--- config.mk ---
export PLATFORM = sky130hd
export DESIGN_NAME = fetch_unit_flat
export DESIGN_NICKNAME = d
export VERILOG_FILES = /design/src/rtl/fetch_pkg.sv /design/src/rtl/fetch_unit_if.sv /design/src/rtl/fetch_unit_pc_register.sv /design/src/rtl/fetch_unit.sv /design/src/flat_wrapper.sv
export SDC_FILE = /design/constraint.sdc
export NUM_CORES = 1
export LEC_CHECK = 0
export BUFFER_PORTS_ARGS = -buffer_cell sky130_fd_sc_hd__buf_2
export CAP_MARGIN = 10
export CORE_ASPECT_RATIO = 1.2
export CORE_UTILIZATION = 29
export CTS_BUF_LIST = sky130_fd_sc_hd__clkbuf_4 sky130_fd_sc_hd__clkbuf_8 sky130_fd_sc_hd__clkbuf_16
export DETAILED_ROUTE_END_ITERATION = 12
export RECOVER_POWER = 25
export SLEW_MARGIN = 10
export SYNTH_ARGS = -nofsm -noshare
export SYNTH_HDL_FRONTEND = slang
export SYNTH_HIERARCHICAL = 1
export SYNTH_SLANG_ARGS = --single-unit
export TNS_END_PERCENT = 10
--- constraint.sdc ---
create_clock -name clock -period 3.55 [get_ports clock]
set_input_delay 0.1775 -clock clock [delete_from_list [all_inputs] [get_ports clock]]
set_output_delay 0.1775 -clock clock [all_outputs]
set_load 0.05 [all_outputs]
--- src/rtl/fetch_pkg.sv ---
// Shared definitions for the instruction-fetch slice: FSM state encoding and
// default reset PC / sequential step.
package fetch_pkg;

  typedef enum logic [1:0] {
    IDLE = 2'd0,
    REQ  = 2'd1,
    HOLD = 2'd2,
    DROP = 2'd3
  } fetch_state_e;

  localparam logic [31:0] RESET_PC_DEF = 32'h0000_0000;
  localparam int unsigned PC_STEP_DEF  = 4;

endpackage

--- src/rtl/fetch_unit_if.sv ---
// Instruction-memory request bus and IF/ID hand-off bus of the fetch unit.
interface fetch_unit_if #(
  parameter int unsigned ADDR_W = 32,
  parameter int unsigned INST_W = 32
);
  logic              imem_req;
  logic [ADDR_W-1:0] imem_addr;
  logic              imem_ready;
  logic [INST_W-1:0] imem_rdata;
  logic              if_valid;
  logic              id_ready;
  logic [INST_W-1:0] if_instr;
  logic [ADDR_W-1:0] if_pc;

  modport fetch (
    output imem_req, imem_addr, if_valid, if_instr, if_pc,
    input  imem_ready, imem_rdata, id_ready
  );

  modport env (
    input  imem_req, imem_addr, if_valid, if_instr, if_pc,
    output imem_ready, imem_rdata, id_ready
  );
endinterface

--- src/rtl/fetch_unit_pc_register.sv ---
// Program counter with load (priority) and sequential increment; the
// increment wraps modulo 2^ADDR_W.
module pc_register #(
  parameter int unsigned       ADDR_W   = 32,
  parameter logic [ADDR_W-1:0] RESET_PC = '0,
  parameter int unsigned       PC_STEP  = 4
) (
  input  logic              clock,
  input  logic              reset,
  input  logic              load,
  input  logic              inc,
  input  logic [ADDR_W-1:0] load_val,
  output logic [ADDR_W-1:0] pc,
  output logic [ADDR_W-1:0] pc_plus4
);

  logic [ADDR_W-1:0] pc_d, pc_q;

  assign pc       = pc_q;
  assign pc_plus4 = pc_q + ADDR_W'(PC_STEP);

  always_comb begin
    pc_d = pc_q;
    if (load)     pc_d = load_val;
    else if (inc) pc_d = pc_plus4;
  end

  always_ff @(posedge clock or negedge reset) begin
    if (!reset) pc_q <= RESET_PC;
    else        pc_q <= pc_d;
  end

endmodule

--- src/rtl/fetch_unit.sv ---
// PC register plus instruction-fetch FSM: requests from instruction memory and
// presents {pc, instruction} to IF/ID with a valid/ready handshake.
module fetch_unit
  import fetch_pkg::*;
#(
  parameter int unsigned       ADDR_W   = 32,
  parameter int unsigned       INST_W   = 32,
  parameter logic [ADDR_W-1:0] RESET_PC = ADDR_W'(RESET_PC_DEF),
  parameter int unsigned       PC_STEP  = PC_STEP_DEF
) (
  input  logic              clock,
  input  logic              reset,
  input  logic [ADDR_W-1:0] pc_next,
  input  logic              pc_load,
  input  logic              stall,
  fetch_unit_if.fetch       bus,
  output logic [ADDR_W-1:0] pc_plus4,
  output logic              pc_misalign
);

  fetch_state_e      state_d, state_q;
  logic              req_d, req_q;
  logic [ADDR_W-1:0] addr_d, addr_q;
  logic              valid_d, valid_q;
  logic [INST_W-1:0] instr_d, instr_q;
  logic [ADDR_W-1:0] ifpc_d, ifpc_q;
  logic              misalign_d, misalign_q;
  logic              pc_inc;
  logic [ADDR_W-1:0] pc;
  logic [ADDR_W-1:0] target;

  assign target = {pc_next[ADDR_W-1:2], 2'b00};

  pc_register #(
    .ADDR_W   (ADDR_W),
    .RESET_PC (RESET_PC),
    .PC_STEP  (PC_STEP)
  ) u_pc (
    .clock    (clock),
    .reset    (reset),
    .load     (pc_load),
    .inc      (pc_inc),
    .load_val (target),
    .pc       (pc),
    .pc_plus4 (pc_plus4)
  );

  assign bus.imem_req  = req_q;
  assign bus.imem_addr = addr_q;
  assign bus.if_valid  = valid_q;
  assign bus.if_instr  = instr_q;
  assign bus.if_pc     = ifpc_q;
  assign pc_misalign   = misalign_q;

  always_comb begin
    state_d    = state_q;
    req_d      = req_q;
    addr_d     = addr_q;
    valid_d    = valid_q;
    instr_d    = instr_q;
    ifpc_d     = ifpc_q;
    misalign_d = pc_load & (pc_next[1:0] != 2'b00);
    pc_inc     = 1'b0;
    if (pc_load) valid_d = 1'b0;

    // addr_q only moves when no request is outstanding, so a raised request
    // keeps its address until imem_ready even across redirects (DROP).
    unique case (state_q)
      IDLE: begin
        if (pc_load || !stall) begin
          state_d = REQ;
          req_d   = 1'b1;
          addr_d  = pc_load ? target : pc;
        end
      end
      REQ: begin
        if (pc_load) begin
          if (bus.imem_ready) addr_d  = target;
          else                state_d = DROP;
        end else if (bus.imem_ready) begin
          instr_d = bus.imem_rdata;
          ifpc_d  = addr_q;
          valid_d = 1'b1;
          pc_inc  = 1'b1;
          req_d   = 1'b0;
          state_d = HOLD;
        end
      end
      HOLD: begin
        if (pc_load) begin
          state_d = REQ;
          req_d   = 1'b1;
          addr_d  = target;
        end else if (!stall && bus.id_ready) begin
          valid_d = 1'b0;
          state_d = REQ;
          req_d   = 1'b1;
          addr_d  = pc;
        end
      end
      DROP: begin
        if (bus.imem_ready) begin
          state_d = REQ;
          addr_d  = pc_load ? target : pc;
        end
      end
      default: state_d = IDLE;
    endcase
  end

  always_ff @(posedge clock or negedge reset) begin
    if (!reset) begin
      state_q    <= IDLE;
      req_q      <= 1'b0;
      addr_q     <= RESET_PC;
      valid_q    <= 1'b0;
      instr_q    <= '0;
      ifpc_q     <= '0;
      misalign_q <= 1'b0;
    end else begin
      state_q    <= state_d;
      req_q      <= req_d;
      addr_q     <= addr_d;
      valid_q    <= valid_d;
      instr_q    <= instr_d;
      ifpc_q     <= ifpc_d;
      misalign_q <= misalign_d;
    end
  end

endmodule
--- src/flat_wrapper.sv ---
// flat-port wrapper written by rule: the top's interface ports become plain ports
module fetch_unit_flat import fetch_pkg::*;
#(
  parameter int unsigned       ADDR_W   = 32,
  parameter int unsigned       INST_W   = 32,
  parameter logic [ADDR_W-1:0] RESET_PC = ADDR_W'(RESET_PC_DEF),
  parameter int unsigned       PC_STEP  = PC_STEP_DEF
)
  (clock, reset, pc_next, pc_load, stall, pc_plus4, pc_misalign, bus_imem_req, bus_imem_addr, bus_if_valid, bus_if_instr, bus_if_pc, bus_imem_ready, bus_imem_rdata, bus_id_ready);
  fetch_unit_if #(.ADDR_W(ADDR_W), .INST_W(INST_W)) bus_i ();
  input  logic clock;
  input  logic reset;
  input  logic [ADDR_W-1:0] pc_next;
  input  logic pc_load;
  input  logic stall;
  output logic [ADDR_W-1:0] pc_plus4;
  output logic pc_misalign;
  output wire logic [$bits(bus_i.imem_req)-1:0] bus_imem_req;
  output wire logic [$bits(bus_i.imem_addr)-1:0] bus_imem_addr;
  output wire logic [$bits(bus_i.if_valid)-1:0] bus_if_valid;
  output wire logic [$bits(bus_i.if_instr)-1:0] bus_if_instr;
  output wire logic [$bits(bus_i.if_pc)-1:0] bus_if_pc;
  input wire logic [$bits(bus_i.imem_ready)-1:0] bus_imem_ready;
  input wire logic [$bits(bus_i.imem_rdata)-1:0] bus_imem_rdata;
  input wire logic [$bits(bus_i.id_ready)-1:0] bus_id_ready;
  assign bus_imem_req = bus_i.imem_req;
  assign bus_imem_addr = bus_i.imem_addr;
  assign bus_if_valid = bus_i.if_valid;
  assign bus_if_instr = bus_i.if_instr;
  assign bus_if_pc = bus_i.if_pc;
  assign bus_i.imem_ready = bus_imem_ready;
  assign bus_i.imem_rdata = bus_imem_rdata;
  assign bus_i.id_ready = bus_id_ready;
  fetch_unit #(.ADDR_W(ADDR_W), .INST_W(INST_W), .RESET_PC(RESET_PC), .PC_STEP(PC_STEP)) u_core (.clock(clock), .reset(reset), .pc_next(pc_next), .pc_load(pc_load), .stall(stall), .bus(bus_i), .pc_plus4(pc_plus4), .pc_misalign(pc_misalign));
endmodule
==> results.md <==
- Die span in y: approximately 170 um
- DRC: 0
- Top-level port count: 201
- DR top layer: met4
- CTS root buf: clkbuf_16
- Yosys reg bits: 133
- VDD IR max: 0.000586 V
- # fillers: 2359
- CP Max Fanout: 10
- TritonCTS clock tree: yes
- Syn Inst Count: between 500 and 600
- Total Routing Usage GR: 0.156
- Hold_ws: between 0.015 and 0.02 ns
- Overflow after GRT: 0
- TritonRoute pass-1 iters: 4
- Sequential element share of the synthesized area: 0.485
- ANT cells: 0
- Worst-case clock buffer depth: 2
- Post-CTS Hold Buffers: 47
- Hold Path End: u_core/u_pc/pc[7]
- Period utilisation layout: 0.896
- Post-DRT Antenna Nets: 0
- Starting Density: 0.296
- CP Launch Type: register
- Via density: ~4.7
- Final hold vios: 0
- Final wirelength: 18.8 mm
- Ys flop type: dfrtp_1
- Fmax achieved: 314 MHz
- R2R Setup Slk: 0.37 ns
- Normalized max-slew margin: -0.758
- Req. time, crit path: 3.87 ns
- Vias in the first global route: a little over 5k
- Global-route wire length before repair: ~29 mm
- Share of cells above drive strength 1: 0.372
- Total power: between 8 and 9 mW
- FF-to-FF Start: u_core/state_q[1]
- Worst Path Class, Setup: register to register
- Commonest non-fill, non-tap cell in the layout: dfrtp_1
- Final cell count without fillers: 1137
- Largest cells by area after synthesis: dfrtp_1 (49%), mux2_2 (15%), mux2_4 (8.3%)
- Post-DP HPWL: between 10 and 15 mm
- # setup viols final: 0
- Vias: 5301
- DRT iter0 DRCs: roughly 170
- Total negative slack: 0 ns
- Routed wl met2: a little over 9 mm
- Post-Syn Area: 0.00686 mm2
- Post-synth EDFFs: 0
- Die W: 142 um
- Total die area: 0.0243 mm2
- Pleak: 3.96 nW
- CTS buffer count: 17
- Data arrival, critical path: approximately 3.5 ns
- Post-CTS Repair Setup Buffers: 0
- Status: finished, violations left
- Synthesized area per cell: around 12 um2
- RSZ-0062 raised after global routing: no
- RR Endpoint: u_core/u_pc/pc[28]
- Area growth syn-to-layout: 32.7%
- Post-synth top area cell: dfrtp_1
- CTS sink cnt: 133
- Power per cell area: ~960 mW/mm2
- Final Max Tran Viols: 103
- # nets final: between 800 and 900
- Placer Congestion: roughly 0.84
- Violations in the final reports: capacitance limit, slew limit
- Asr flop ratio synth: 1.00
- FF-to-FF path depth: 9
- Row Count: 61
- Critical hold path startpoint: pc_next[7]
- Core region area: between 0.02 and 0.025 mm2
- Top-area cell type share of the netlist area: 0.485
- CTS resizes: 0
- Yosys warns: 6
- Post-Place Cells: between 1k and 1.5k
- WL/cell: 16.6 um
- Worst Setup End Kind: register
- Clock latency on the worst-skew pair: 0.42 ns
- Final core utilization: 0.392
- Worst hold path depth: 3
- Slew @ Worst Pin: 2.64 ns
- Post-layout min period: ~3.2 ns
- Hold WC Path Type: input port to register
- Largest net degree at the start of global routing: between 100 and 150
- Synth unique cells: 49
- Worst-path clk slew: 0.06 ns
- I/O Buffers: 200
- M1 WL: 8.17 mm
- Worst Skew: around 0.0074 ns
- Maxcap violations: 1
- Most frequent cells in the layout: dfrtp_1 (133), buf_2 (128), mux2_2 (92)
- Initial antenna violation count: 0
- H-tree levels: 4
- Met3 wire len: 1.09 mm
-- worst max-delay path by stage --
stage,start,endpoint,slack [ns]
after detailed placement,u_core/state_q[1],u_core/u_pc/pc[22],0.45
final,u_core/state_q[1],u_core/u_pc/pc[28],0.37
after global routing,u_core/state_q[1],u_core/u_pc/pc[28],0.19
after global placement,u_core/state_q[1],u_core/u_pc/pc[28],0.53
after CTS,u_core/state_q[1],u_core/u_pc/pc[28],0.39
after floorplan,u_core/state_q[1],u_core/u_pc/pc[22],0.49
-- sequential cells by signal, summed over array words and instances, names as in the netlist --
| register | flops |
|---|---|
| u_core/pc_misalign | 1 |
| u_core/state_q | 2 |
| u_core/u_pc/pc | 32 |
| u_core/bus.if_valid | 1 |
| u_core/bus.if_instr | 32 |
| u_core/bus.imem_addr | 32 |
| u_core/bus.imem_req | 1 |
| u_core/bus.if_pc | 32 |
-- cells in the mapped netlist (6+ instances only) --
master / n
buf_2: 15
nand2_1: 33
mux2_4: 38
nand4_1: 17
nor2_1: 29
dfrtp_1: 133
or4_1: 12
inv_1: 11
nand3_1: 19
xor2_1: 15
o21ai_0: 18
nor4_1: 6
o31ai_1: 8
xnor2_1: 28
clkbuf_1: 13
ha_1: 7
a31oi_1: 13
mux2_2: 92
and4_1: 8
-- report_power, final --
part           switching, mW  leakage, nW  total (mW)  internal [mW]
Sequential             0.449         1.57        2.58           2.13
Combinational           3.04         2.11        4.36           1.32
Clock                  0.719        0.277        1.77           1.05
Total                   4.21         3.96        8.71           4.50
-- cell families (layout without fill, tap and decap cells) --
logic type | Yosys count | in the layout | share of synthesized area
multiplexers | 131 | 131 | 0.236
AO/OA/AOI/OAI | 55 | 55 | 0.0534
other | 1 | 2 | 0.000547
buffers and inverters | 50 | 300 | 0.0374
adder cells (fa/ha/maj) | 7 | 7 | 0.0128
flip-flops | 133 | 133 | 0.485
AND/OR/NAND/NOR | 151 | 151 | 0.120
XOR/XNOR | 43 | 43 | 0.0549
-- layer usage --
metal / global-route usage / vias up
li1: - / 2542
met1: 0.192 / 2567
met2: 0.267 / 172
met3: 0.0403 / 20
met4: 0.0458 / 0
met5: 0 / -
-- metrics by stage --
stage,instance area (um2),setup slack (ns)
after floorplan,6870,0.486
after global placement,8140,0.533
after detailed placement,8140,0.449
after CTS,9200,0.393
after global routing,9100,0.190
final,9100,0.368
-- worst max-delay path: stages (launching register included) --
cell     delay (ns)
dfrtp_1        0.44
inv_1          0.12
ha_1           0.32
inv_2          0.08
or3_4          0.39
inv_1          0.27
nand4_1        0.22
or4_1          0.60
or4_1          0.44
a31oi_1        0.20
-- layout make-up --
| type | count | area [um2] | area share |
|---|---|---|---|
| Sequential cell | 133 | 3330 | 0.366 |
| Clock buffer | 18 | 433 | 0.0475 |
| Clock inverter | 14 | 153 | 0.0168 |
| Inverter | 13 | 48.8 | 0.00536 |
| Multi-Input combinational cell | 389 | 3290 | 0.362 |
| Timing Repair Buffer | 255 | 1460 | 0.160 |
| Tap cell | 315 | 394 | 0.0433 |
Note: power is estimated with default switching activity, not from simulation.
